File: src/rtl/offset_mix_sequencer_if.sv
// Offset-in / duty-out bundle between the offset generators, the mix sequencer and the PWM stage.
interface offset_mix_sequencer_if;
  logic        frame_start;
  logic        arm;
  logic [31:0] thr_offsets;
  logic [31:0] pitch_offsets;
  logic [31:0] roll_offsets;
  logic [31:0] yaw_offsets;
  logic [7:0]  motor_1_duty;
  logic [7:0]  motor_2_duty;
  logic [7:0]  motor_3_duty;
  logic [7:0]  motor_4_duty;
  logic [3:0]  sat_flags;
  logic        duty_valid;
  logic        busy;
  logic        frame_overrun;

  modport master (
    output frame_start, arm, thr_offsets, pitch_offsets, roll_offsets, yaw_offsets,
    input  motor_1_duty, motor_2_duty, motor_3_duty, motor_4_duty,
    input  sat_flags, duty_valid, busy, frame_overrun
  );

  modport slave (
    input  frame_start, arm, thr_offsets, pitch_offsets, roll_offsets, yaw_offsets,
    output motor_1_duty, motor_2_duty, motor_3_duty, motor_4_duty,
    output sat_flags, duty_valid, busy, frame_overrun
  );
endinterface

File: src/rtl/offset_mix_sequencer.sv
// Mixes four offset generators into clamped per-motor duties through one shared accumulator.
// 21 cycles capture-to-valid; one frame request may queue while busy, a further one is dropped and flagged.
module offset_mix_sequencer #(
  parameter int CENTER   = 20,
  parameter int DUTY_MIN = 10,
  parameter int DUTY_MAX = 100
) (
  input logic                  clk,
  input logic                  rst_n,
  offset_mix_sequencer_if.slave bus
);

  localparam logic signed [10:0] OFS_S   = 11'(3 * CENTER);
  localparam logic signed [10:0] MIN_S   = 11'(DUTY_MIN);
  localparam logic signed [10:0] MAX_S   = 11'(DUTY_MAX);
  localparam logic [7:0]         MIN_B   = 8'(DUTY_MIN);
  localparam logic [7:0]         MAX_B   = 8'(DUTY_MAX);

  typedef enum logic [1:0] {IDLE, ACCUM, WRITE, DONE} state_t;

  state_t            state_q, state_d;
  logic [31:0]       thr_q, thr_d, pitch_q, pitch_d, roll_q, roll_d, yaw_q, yaw_d;
  logic [9:0]        acc_q, acc_d;
  logic [1:0]        m_q, m_d, t_q, t_d;
  logic [3:0][7:0]   duty_q, duty_d;
  logic [3:0]        sat_q, sat_d;
  logic              valid_q, valid_d;
  logic              busy_q, busy_d;
  logic              pend_q, pend_d;
  logic              ovr_q, ovr_d;

  logic [31:0]       sel;
  logic [7:0]        term;
  logic signed [10:0] r;
  logic              capture;

  always_comb begin
    unique case (t_q)
      2'd0:    sel = thr_q;
      2'd1:    sel = pitch_q;
      2'd2:    sel = roll_q;
      default: sel = yaw_q;
    endcase
    term = sel[{m_q, 3'b000} +: 8];
    r    = $signed({1'b0, acc_q}) - OFS_S;
  end

  always_comb begin
    state_d = state_q;
    thr_d   = thr_q;
    pitch_d = pitch_q;
    roll_d  = roll_q;
    yaw_d   = yaw_q;
    acc_d   = acc_q;
    m_d     = m_q;
    t_d     = t_q;
    duty_d  = duty_q;
    sat_d   = sat_q;
    valid_d = 1'b0;
    busy_d  = busy_q;
    pend_d  = pend_q;
    ovr_d   = 1'b0;
    capture = 1'b0;

    unique case (state_q)
      IDLE: begin
        if (bus.frame_start) begin
          capture = 1'b1;
          busy_d  = 1'b1;
          state_d = ACCUM;
        end
      end
      ACCUM, WRITE: begin
        // One request may wait for the current pass; anything beyond that is lost.
        if (bus.frame_start) begin
          if (pend_q) ovr_d  = 1'b1;
          else        pend_d = 1'b1;
        end
        if (state_q == ACCUM) begin
          acc_d = acc_q + {2'b00, term};
          t_d   = t_q + 2'd1;
          if (t_q == 2'd3) state_d = WRITE;
        end else begin
          if (!bus.arm) begin
            duty_d[m_q] = MIN_B;
            sat_d[m_q]  = 1'b0;
          end else if (r < MIN_S) begin
            duty_d[m_q] = MIN_B;
            sat_d[m_q]  = 1'b1;
          end else if (r > MAX_S) begin
            duty_d[m_q] = MAX_B;
            sat_d[m_q]  = 1'b1;
          end else begin
            duty_d[m_q] = r[7:0];
            sat_d[m_q]  = 1'b0;
          end
          acc_d = '0;
          t_d   = 2'd0;
          if (m_q == 2'd3) begin
            state_d = DONE;
          end else begin
            m_d     = m_q + 2'd1;
            state_d = ACCUM;
          end
        end
      end
      DONE: begin
        valid_d = 1'b1;
        if (pend_q || bus.frame_start) begin
          // Pending and a fresh request collapse into one restart.
          ovr_d   = pend_q & bus.frame_start;
          pend_d  = 1'b0;
          capture = 1'b1;
          state_d = ACCUM;
        end else begin
          busy_d  = 1'b0;
          state_d = IDLE;
        end
      end
      default: state_d = IDLE;
    endcase

    if (capture) begin
      thr_d   = bus.thr_offsets;
      pitch_d = bus.pitch_offsets;
      roll_d  = bus.roll_offsets;
      yaw_d   = bus.yaw_offsets;
      acc_d   = '0;
      m_d     = 2'd0;
      t_d     = 2'd0;
    end
  end

  always_ff @(posedge clk) begin
    if (!rst_n) begin
      state_q <= IDLE;
      thr_q   <= '0;
      pitch_q <= '0;
      roll_q  <= '0;
      yaw_q   <= '0;
      acc_q   <= '0;
      m_q     <= '0;
      t_q     <= '0;
      duty_q  <= {4{MIN_B}};
      sat_q   <= '0;
      valid_q <= 1'b0;
      busy_q  <= 1'b0;
      pend_q  <= 1'b0;
      ovr_q   <= 1'b0;
    end else begin
      state_q <= state_d;
      thr_q   <= thr_d;
      pitch_q <= pitch_d;
      roll_q  <= roll_d;
      yaw_q   <= yaw_d;
      acc_q   <= acc_d;
      m_q     <= m_d;
      t_q     <= t_d;
      duty_q  <= duty_d;
      sat_q   <= sat_d;
      valid_q <= valid_d;
      busy_q  <= busy_d;
      pend_q  <= pend_d;
      ovr_q   <= ovr_d;
    end
  end

  assign bus.motor_1_duty  = duty_q[0];
  assign bus.motor_2_duty  = duty_q[1];
  assign bus.motor_3_duty  = duty_q[2];
  assign bus.motor_4_duty  = duty_q[3];
  assign bus.sat_flags     = sat_q;
  assign bus.duty_valid    = valid_q;
  assign bus.busy          = busy_q;
  assign bus.frame_overrun = ovr_q;

endmodule
File: src/flat_wrapper.sv
// flat-port wrapper written by rule: the top's interface ports become plain ports
module offset_mix_sequencer_flat 
#(
  parameter int CENTER   = 20,
  parameter int DUTY_MIN = 10,
  parameter int DUTY_MAX = 100
)
  (clk, rst_n, bus_frame_start, bus_arm, bus_thr_offsets, bus_pitch_offsets, bus_roll_offsets, bus_yaw_offsets, bus_motor_1_duty, bus_motor_2_duty, bus_motor_3_duty, bus_motor_4_duty, bus_sat_flags, bus_duty_valid, bus_busy, bus_frame_overrun);
  offset_mix_sequencer_if bus_i ();
  input logic clk;
  input logic rst_n;
  input wire logic [$bits(bus_i.frame_start)-1:0] bus_frame_start;
  input wire logic [$bits(bus_i.arm)-1:0] bus_arm;
  input wire logic [$bits(bus_i.thr_offsets)-1:0] bus_thr_offsets;
  input wire logic [$bits(bus_i.pitch_offsets)-1:0] bus_pitch_offsets;
  input wire logic [$bits(bus_i.roll_offsets)-1:0] bus_roll_offsets;
  input wire logic [$bits(bus_i.yaw_offsets)-1:0] bus_yaw_offsets;
  output wire logic [$bits(bus_i.motor_1_duty)-1:0] bus_motor_1_duty;
  output wire logic [$bits(bus_i.motor_2_duty)-1:0] bus_motor_2_duty;
  output wire logic [$bits(bus_i.motor_3_duty)-1:0] bus_motor_3_duty;
  output wire logic [$bits(bus_i.motor_4_duty)-1:0] bus_motor_4_duty;
  output wire logic [$bits(bus_i.sat_flags)-1:0] bus_sat_flags;
  output wire logic [$bits(bus_i.duty_valid)-1:0] bus_duty_valid;
  output wire logic [$bits(bus_i.busy)-1:0] bus_busy;
  output wire logic [$bits(bus_i.frame_overrun)-1:0] bus_frame_overrun;
  assign bus_i.frame_start = bus_frame_start;
  assign bus_i.arm = bus_arm;
  assign bus_i.thr_offsets = bus_thr_offsets;
  assign bus_i.pitch_offsets = bus_pitch_offsets;
  assign bus_i.roll_offsets = bus_roll_offsets;
  assign bus_i.yaw_offsets = bus_yaw_offsets;
  assign bus_motor_1_duty = bus_i.motor_1_duty;
  assign bus_motor_2_duty = bus_i.motor_2_duty;
  assign bus_motor_3_duty = bus_i.motor_3_duty;
  assign bus_motor_4_duty = bus_i.motor_4_duty;
  assign bus_sat_flags = bus_i.sat_flags;
  assign bus_duty_valid = bus_i.duty_valid;
  assign bus_busy = bus_i.busy;
  assign bus_frame_overrun = bus_i.frame_overrun;
  offset_mix_sequencer #(.CENTER(CENTER), .DUTY_MIN(DUTY_MIN), .DUTY_MAX(DUTY_MAX)) u_core (.clk(clk), .rst_n(rst_n), .bus(bus_i));
endmodule
File: config.mk
export PLATFORM = sky130hd
export DESIGN_NAME = offset_mix_sequencer_flat
export DESIGN_NICKNAME = d
export VERILOG_FILES = /design/src/rtl/offset_mix_sequencer_if.sv /design/src/rtl/offset_mix_sequencer.sv /design/src/flat_wrapper.sv
export SDC_FILE = /design/constraint.sdc
export NUM_CORES = 1
export LEC_CHECK = 0
export BUFFER_PORTS_ARGS = -buffer_cell sky130_fd_sc_hd__buf_2
export CAP_MARGIN = 15
export CORE_MARGIN = 4
export CORE_UTILIZATION = 45
export DETAILED_ROUTE_END_ITERATION = 16
export PLACE_DENSITY = 0.67
export SETUP_SLACK_MARGIN = 0.1
export SLEW_MARGIN = 20
export SYNTH_ARGS = -nofsm -noshare
export SYNTH_HDL_FRONTEND = slang
export SYNTH_SLANG_ARGS = --single-unit
File: constraint.sdc
create_clock -name clk -period 4.7 [get_ports clk]
set_input_delay 0.235 -clock clk [delete_from_list [all_inputs] [get_ports clk]]
set_output_delay 0.235 -clock clk [all_outputs]
set_load 0.005 [all_outputs]
# Yosys cells after proc, flatten, opt, wreduce, memory -nomap -nowiden
# Index checks and enable logic that the tools add are counted.
[word_totals]
inputBits = 132
reg_bits = 184
word_cells = 97
out_inout_bits = 39
[op_classes]
n_bitwise = 13
n_reduce_logical = 13
n_mux = 33
eq_ne = 12
shifts = 1
magnitude_cmp = 4
add_sub_neg = 4
[op_table]
columns = ["cell", "count"]
rows = [
  ["32-bit 2-to-1 mux", 3],
  ["32-bit one-hot mux with 3 select lines", 1],
  ["32-bit bitwise mux", 1],
  ["32-bit by 6-bit variable part select with 8-bit output", 1],
  ["24-bit bitwise AND", 1],
  ["24-bit inverter", 1],
  ["20-bit bitwise AND", 1],
  ["20-bit inverter", 1],
  ["8-bit demux with 2-bit select", 1],
  ["4-bit 2-to-1 mux", 3],
  ["12-bit OR", 1],
  ["11-bit by 8-bit greater-than comparator with 1-bit output (second input constant)", 1],
  ["11-bit by 5-bit < comparator with 1-bit output (second input constant)", 1],
  ["1-bit 2-to-1 mux", 11],
  ["10-bit by 6-bit subtractor with 11-bit output (second input constant)", 1],
  ["10-bit by 8-bit adder with 10-bit output", 1],
  ["2-bit == test (second input constant)", 5],
  ["10-bit 2-to-1 mux", 1],
  ["2-bit 2-to-1 mux", 5],
  ["3-bit AND reduction", 3],
  ["8-bit 2-to-1 mux", 1],
  ["8-bit OR", 1],
  ["1-bit one-hot mux with 2 select lines", 4],
  ["2-bit inequality test (second input constant)", 3],
  ["other kinds (19)", 27],
]

# Longest topological paths before layout
[logic_depth]
depth_word = 9
ltp_mapped = 14
depth_no_buf = 13

# Worst setup path after synthesis
# Ideal clock, no wire load.
[synth_timing]
path_kind = "reg-to-reg"
startpoint = "register u_core.t_q[0]"
endpoint = "register u_core.acc_q[8]"
path_stages_with_launch = 15
period_less_slack_ps = 3405
setup_time_ps = 74
slack_ps = 1295
arrival_ps = 3330
cell_sequence = "dfxtp_1 -> inv_1 -> ha_1 -> clkbuf_1 -> a222oi_1 -> mux4_2 -> a21oi_1 -> ha_1 -> fa_1 -> a21o_1 -> a21oi_1 -> o21bai_1 -> a2111oi_0 -> o211ai_1 -> a31oi_1"
[synth_via]
elab_chain_cells = 5
elab_cells_between_ends = 7
cone_classes = "1 x add/sub; 2 x eq/ne; 1 x shift; 2 x mux; 1 x reduce/logical"
[synth_lines]
columns = ["element", "line_no", "text"]
rows = [
  ["start, declared", "offset_mix_sequencer.sv:24", "logic [1:0] m_q, m_d, t_q, t_d;"],
  ["start signal, assigned", "offset_mix_sequencer.sv:158", "t_q <= t_d;"],
  ["2-bit == test (tied with other cells)", "offset_mix_sequencer.sv:38", "unique case (t_q)"],
  ["32-bit one-hot mux with 3 select lines (*)", "offset_mix_sequencer.sv:38", ""],
  ["32-bit by 6-bit variable part select with 8-bit output (*)", "offset_mix_sequencer.sv:44", "term = sel[{m_q, 3'b000} +: 8];"],
  ["10-bit by 8-bit adder with 10-bit output (*)", "offset_mix_sequencer.sv:80", "acc_d = acc_q + {2'b00, term};"],
  ["10-bit 2-to-1 mux (*)", "offset_mix_sequencer.sv:79", "if (state_q == ACCUM) begin"],
  ["end signal, assigned", "offset_mix_sequencer.sv:141", "acc_q <= '0;"],
  ["end signal, assigned", "offset_mix_sequencer.sv:156", "acc_q <= acc_d;"],
  ["end, declared", "offset_mix_sequencer.sv:23", "logic [9:0] acc_q, acc_d;"],
]
# Every way passes the cells marked *; elsewhere a longest branch is shown, timed or not.
# A chain may end at the register's enable or synchronous reset.

# Worst setup path after layout
# Same ends and word-level chain as after synthesis.

==> flow_metrics.env <==
export IMPL_synth_xor_area_share=0.008145
export IMPL_grt_ovfl_total=0
export IMPL_timing_fmax_ghz=0.2490
export IMPL_fin_cells=1376
export IMPL_fin_skew_ns=0.009108
export IMPL_max_cap_viol_count=0
export IMPL_drc=0
export IMPL_hp_class="input pin to register"
export IMPL_area_growth_pct=17.89
export IMPL_fin_area_um2=10140
export IMPL_dieArea_um2=21390
export IMPL_synth_area_um2=8602
export IMPL_synth_compound_area_frac=0.2422
export IMPL_cts_tree="done"
export IMPL_fin_nets=1284
export IMPL_outcome="finished clean"
export IMPL_diodes=0
export IMPL_period_share=0.8545
export IMPL_grt_max_degree=119
export IMPL_gp_congestion=0.9201
export IMPL_grtUsageMet3=0.03228
export IMPL_cp_top_family="compound AO/OA/AOI/OAI gates"
export IMPL_place_area_um2=9563
export IMPL_grt_use_met1=0.3043
export IMPL_syn_inst=1006
export IMPL_critPathMaxFanout=13
export IMPL_power_mw=3.846
export IMPL_vias_per_cell=5.448
export IMPL_top_usage_layer="met2"
export IMPL_die_h_um=146.3
export IMPL_syn_num_nets=1161
export IMPL_clk_pin_slew_ns=0.07
export IMPL_synth_area_mux_share=0.04698
export IMPL_worst_pin_slew_ns=0.9929
export IMPL_ys_seq_elements=184
export IMPL_ctsHoldBuffers=0
export IMPL_synthSimpleGateAreaFrac=0.1967
export IMPL_synth_top_family_by_area="compound AO/OA/AOI/OAI gates"
export IMPL_ys_types=65
export IMPL_hp_start="bus_pitch_offsets[21]"
export IMPL_fin_setup_tns_ns=0
export IMPL_post_cts_setup_buffer_count=0
export IMPL_r2r_cells=14
export IMPL_antenna_left=0
export IMPL_antenna_found_initial=0
export IMPL_cp_arrival_ns=4.37
export IMPL_rows=50
export IMPL_cts_resized=0
export IMPL_power_density_nw_per_um2=379.2
export IMPL_p_leak_nw=3.960
export IMPL_clock_sinks=184
export IMPL_wire_per_inst_um=16.33
export IMPL_synth_seq_area_share=0.4282
export IMPL_core_area_um2=18770
export IMPL_setup_viol=0
export IMPL_holdPathEnd="u_core.pitch_q[21]"
export IMPL_grt_usage=0.2068
export IMPL_ys_warn_count=0
export IMPL_vias=7496
export IMPL_max_vdd_ir_drop_mv=0.2540
export IMPL_path_buf_inv=2
export IMPL_drive_above_1_share=0.2154
export IMPL_slowest_stage="a2111oi_0"
export IMPL_async_flop_share=0
export IMPL_dp_cells=1344
export IMPL_grt_pass1_wl_um=35970
export IMPL_critPathRequiredTime_ns=5.05
export IMPL_drv_slew=0
export IMPL_htree_levels=4
export IMPL_portBuffers=170
export IMPL_relSlewSlack=0.3381
export IMPL_gr_usage_met2=0.3135
export IMPL_timing_hold_violations_final=0
export IMPL_r2r_setup_slack_ns=0.68
export IMPL_synth_area_per_cell_um2=8.551
export IMPL_synth_flop_cell="dfxtp_1"
export IMPL_dieWidth_um=146.3
export IMPL_crit_chain="inv_1 > ha_1 > buf_4 > a222oi_1 > mux4_2 > a21oi_1 > ha_1 > fa_1 > a21o_1 > a21oi_1 > o21bai_1 > a2111oi_0 > o211ai_1 > a31oi_1"
export IMPL_cts_root_buf="clkbuf_16"
export IMPL_worstSetupEndpointType="register"
export IMPL_clk_latency_ns=0.43
export IMPL_io_pins=171
export IMPL_r2r_start="u_core.t_q[0]"
export IMPL_clock_path_buffers=2
export IMPL_worstHoldPathCells=3
export IMPL_timing_rr_end="u_core.acc_q[8]"
export IMPL_numCtsBuffers=17
export IMPL_synthAdderAreaFrac=0.03433
export IMPL_layout_min_cycle_time_ns=4.016
export IMPL_slowest_delay_ns=0.55
export IMPL_drt_iter0_drc=688
export IMPL_synth_edf_count=0
export IMPL_dp_hpwl_um=16420
export IMPL_worst_setup_path_start_kind="register"
export IMPL_initial_core_util=0.4583
export IMPL_rsz0062_at_grt="false"
export IMPL_grt_pass1_vias=6885
export IMPL_wl_um=22470
export IMPL_critPathKind="register to register"
export IMPL_first_pass_iters=8
cell usage in the layout, fill, tap and decap left out, types with 3 or more instances in the layout:
| master | instances |
|---|---|
| mux2i_1 | 3 |
| a211oi_1 | 3 |
| buf_2 | 169 |
| a21boi_1 | 5 |
| o32ai_1 | 5 |
| nand2b_1 | 4 |
| a222oi_1 | 32 |
| inv_1 | 17 |
| nor3_1 | 3 |
| and2_1 | 6 |
| buf_4 | 11 |
| a21oi_1 | 33 |
| nor3b_1 | 6 |
| inv_2 | 3 |
| a31oi_1 | 9 |
| o21ai_0 | 8 |
| xnor2_1 | 6 |
| mux4_2 | 16 |
| o22ai_1 | 5 |
| clkbuf_16 | 17 |
| o21ai_1 | 11 |
| nand3_1 | 28 |
| nand2_1 | 301 |
| dfxtp_1 | 184 |
| o21bai_1 | 3 |
| inv_8 | 4 |
| nand4_1 | 3 |
| a21o_1 | 4 |
| and3_1 | 9 |
| a21boi_0 | 131 |
| nor2_1 | 23 |
| ha_1 | 22 |
| inv_6 | 3 |
synth_stat cells (all sizes together), types with 2 or more instances:
master | instances | area, um^2
a2111oi | 2 | 36.29
a211oi | 3 | 22.52
a21boi | 136 | 1021
a21o | 5 | 37.54
a21oi | 35 | 186.4
a222oi | 32 | 320.3
a2bb2oi | 2 | 17.52
a31o | 2 | 17.52
a31oi | 9 | 56.30
a41o | 2 | 20.02
and2 | 6 | 37.54
and3 | 9 | 56.30
buf | 10 | 47.54
clkbuf | 67 | 251.5
dfxtp | 184 | 3684
ha | 22 | 275.3
inv | 20 | 75.07
mux2i | 4 | 43.79
mux4 | 16 | 360.4
nand2 | 301 | 1130
nand2b | 4 | 25.02
nand3 | 29 | 150.1
nand4 | 3 | 18.77
nor2 | 23 | 86.33
nor2b | 2 | 12.51
nor3 | 5 | 35.03
nor3b | 6 | 45.04
nor4 | 3 | 31.28
nor4b | 2 | 17.52
o211ai | 2 | 15.01
o21a | 2 | 15.01
o21ai | 19 | 95.09
o21bai | 3 | 22.52
o22ai | 5 | 31.28
o31a | 2 | 17.52
o32ai | 5 | 43.79
or3 | 2 | 12.51
xnor2 | 6 | 52.55
xor2 | 2 | 17.52
sequential cells by signal, indices dropped and copies added, names as in the netlist, named ones only:
signal / cells
u_core.bus.duty_valid: 1
u_core.state_q: 2
u_core.thr_q: 32
u_core.bus.motor_1_duty: 8
u_core.t_q: 2
u_core.bus.busy: 1
u_core.yaw_q: 32
u_core.acc_q: 10
u_core.bus.frame_overrun: 1
u_core.m_q: 2
u_core.pitch_q: 32
u_core.bus.motor_2_duty: 8
u_core.pend_q: 1
u_core.roll_q: 32
u_core.bus.motor_4_duty: 8
u_core.bus.motor_3_duty: 8
cell type report:
| cell class | count | area [um^2] |
|---|---|---|
| Tap cell | 234 | 292.8 |
| Multi-Input combinational cell | 725 | 4563 |
| Timing Repair Buffer | 181 | 948.4 |
| Inverter | 20 | 75.07 |
| Fill cell | 1806 | 8627 |
| Clock buffer | 19 | 442.9 |
| Sequential cell | 184 | 3684 |
| Clock inverter | 13 | 135.1 |
logic make-up after synthesis:
logic type               Yosys count
AO/OA/AOI/OAI                    275
AND/OR/NAND/NOR                  399
buffers and inverters             97
XOR/XNOR                           8
multiplexers                      20
adder cells (fa/ha/maj)           23
flip-flops                       184
worst min-delay path, stage by stage:
cell and delay (ns):
buf_2 0.09, nand2_1 0.04, a21boi_0 0.06
power by group:
part / switching [mW] / total [mW] / internal (mW)
registers: 0.0950 / 1.78 / 1.69
clock network: 0.644 / 1.41 / 0.763
logic: 0.394 / 0.657 / 0.263
total: 1.13 / 3.85 / 2.71
stage by stage:
| stage | hold slack, ns | worst slack (ns) | utilization |
|---|---|---|---|
| floorplan | 0.3799 | 1.295 | - |
| global placement | 0.4410 | 0.9699 | 0.5095 |
| detailed placement | 0.4461 | 0.7374 | 0.5095 |
| CTS | 0.03378 | 0.7019 | 0.5403 |
| global route | 0.04151 | 0.3733 | 0.5403 |
| finish | 0.04605 | 0.6838 | 0.5403 |
worst max-delay path by stage:
stage,startpoint,to,slack (ns),depth (start not counted)
2_1_floorplan,u_core.t_q[0],u_core.acc_q[8],1.30,14
3_3_place_gp,u_core.t_q[0],u_core.acc_q[8],0.97,14
3_5_place_dp,u_core.t_q[0],u_core.acc_q[8],0.74,14
4_1_cts,u_core.t_q[0],u_core.acc_q[8],0.70,14
5_1_grt,u_core.t_q[0],u_core.acc_q[8],0.37,14
6_report,u_core.t_q[0],u_core.acc_q[8],0.68,14
layer usage:
metal | part of all wire | wire (um)
met5 | 0 | 0
met4 | 0.017 | 388
met3 | 0.062 | 1387
met2 | 0.45 | 10030
met1 | 0.47 | 10660
Note: power is estimated with default switching activity, not from simulation.
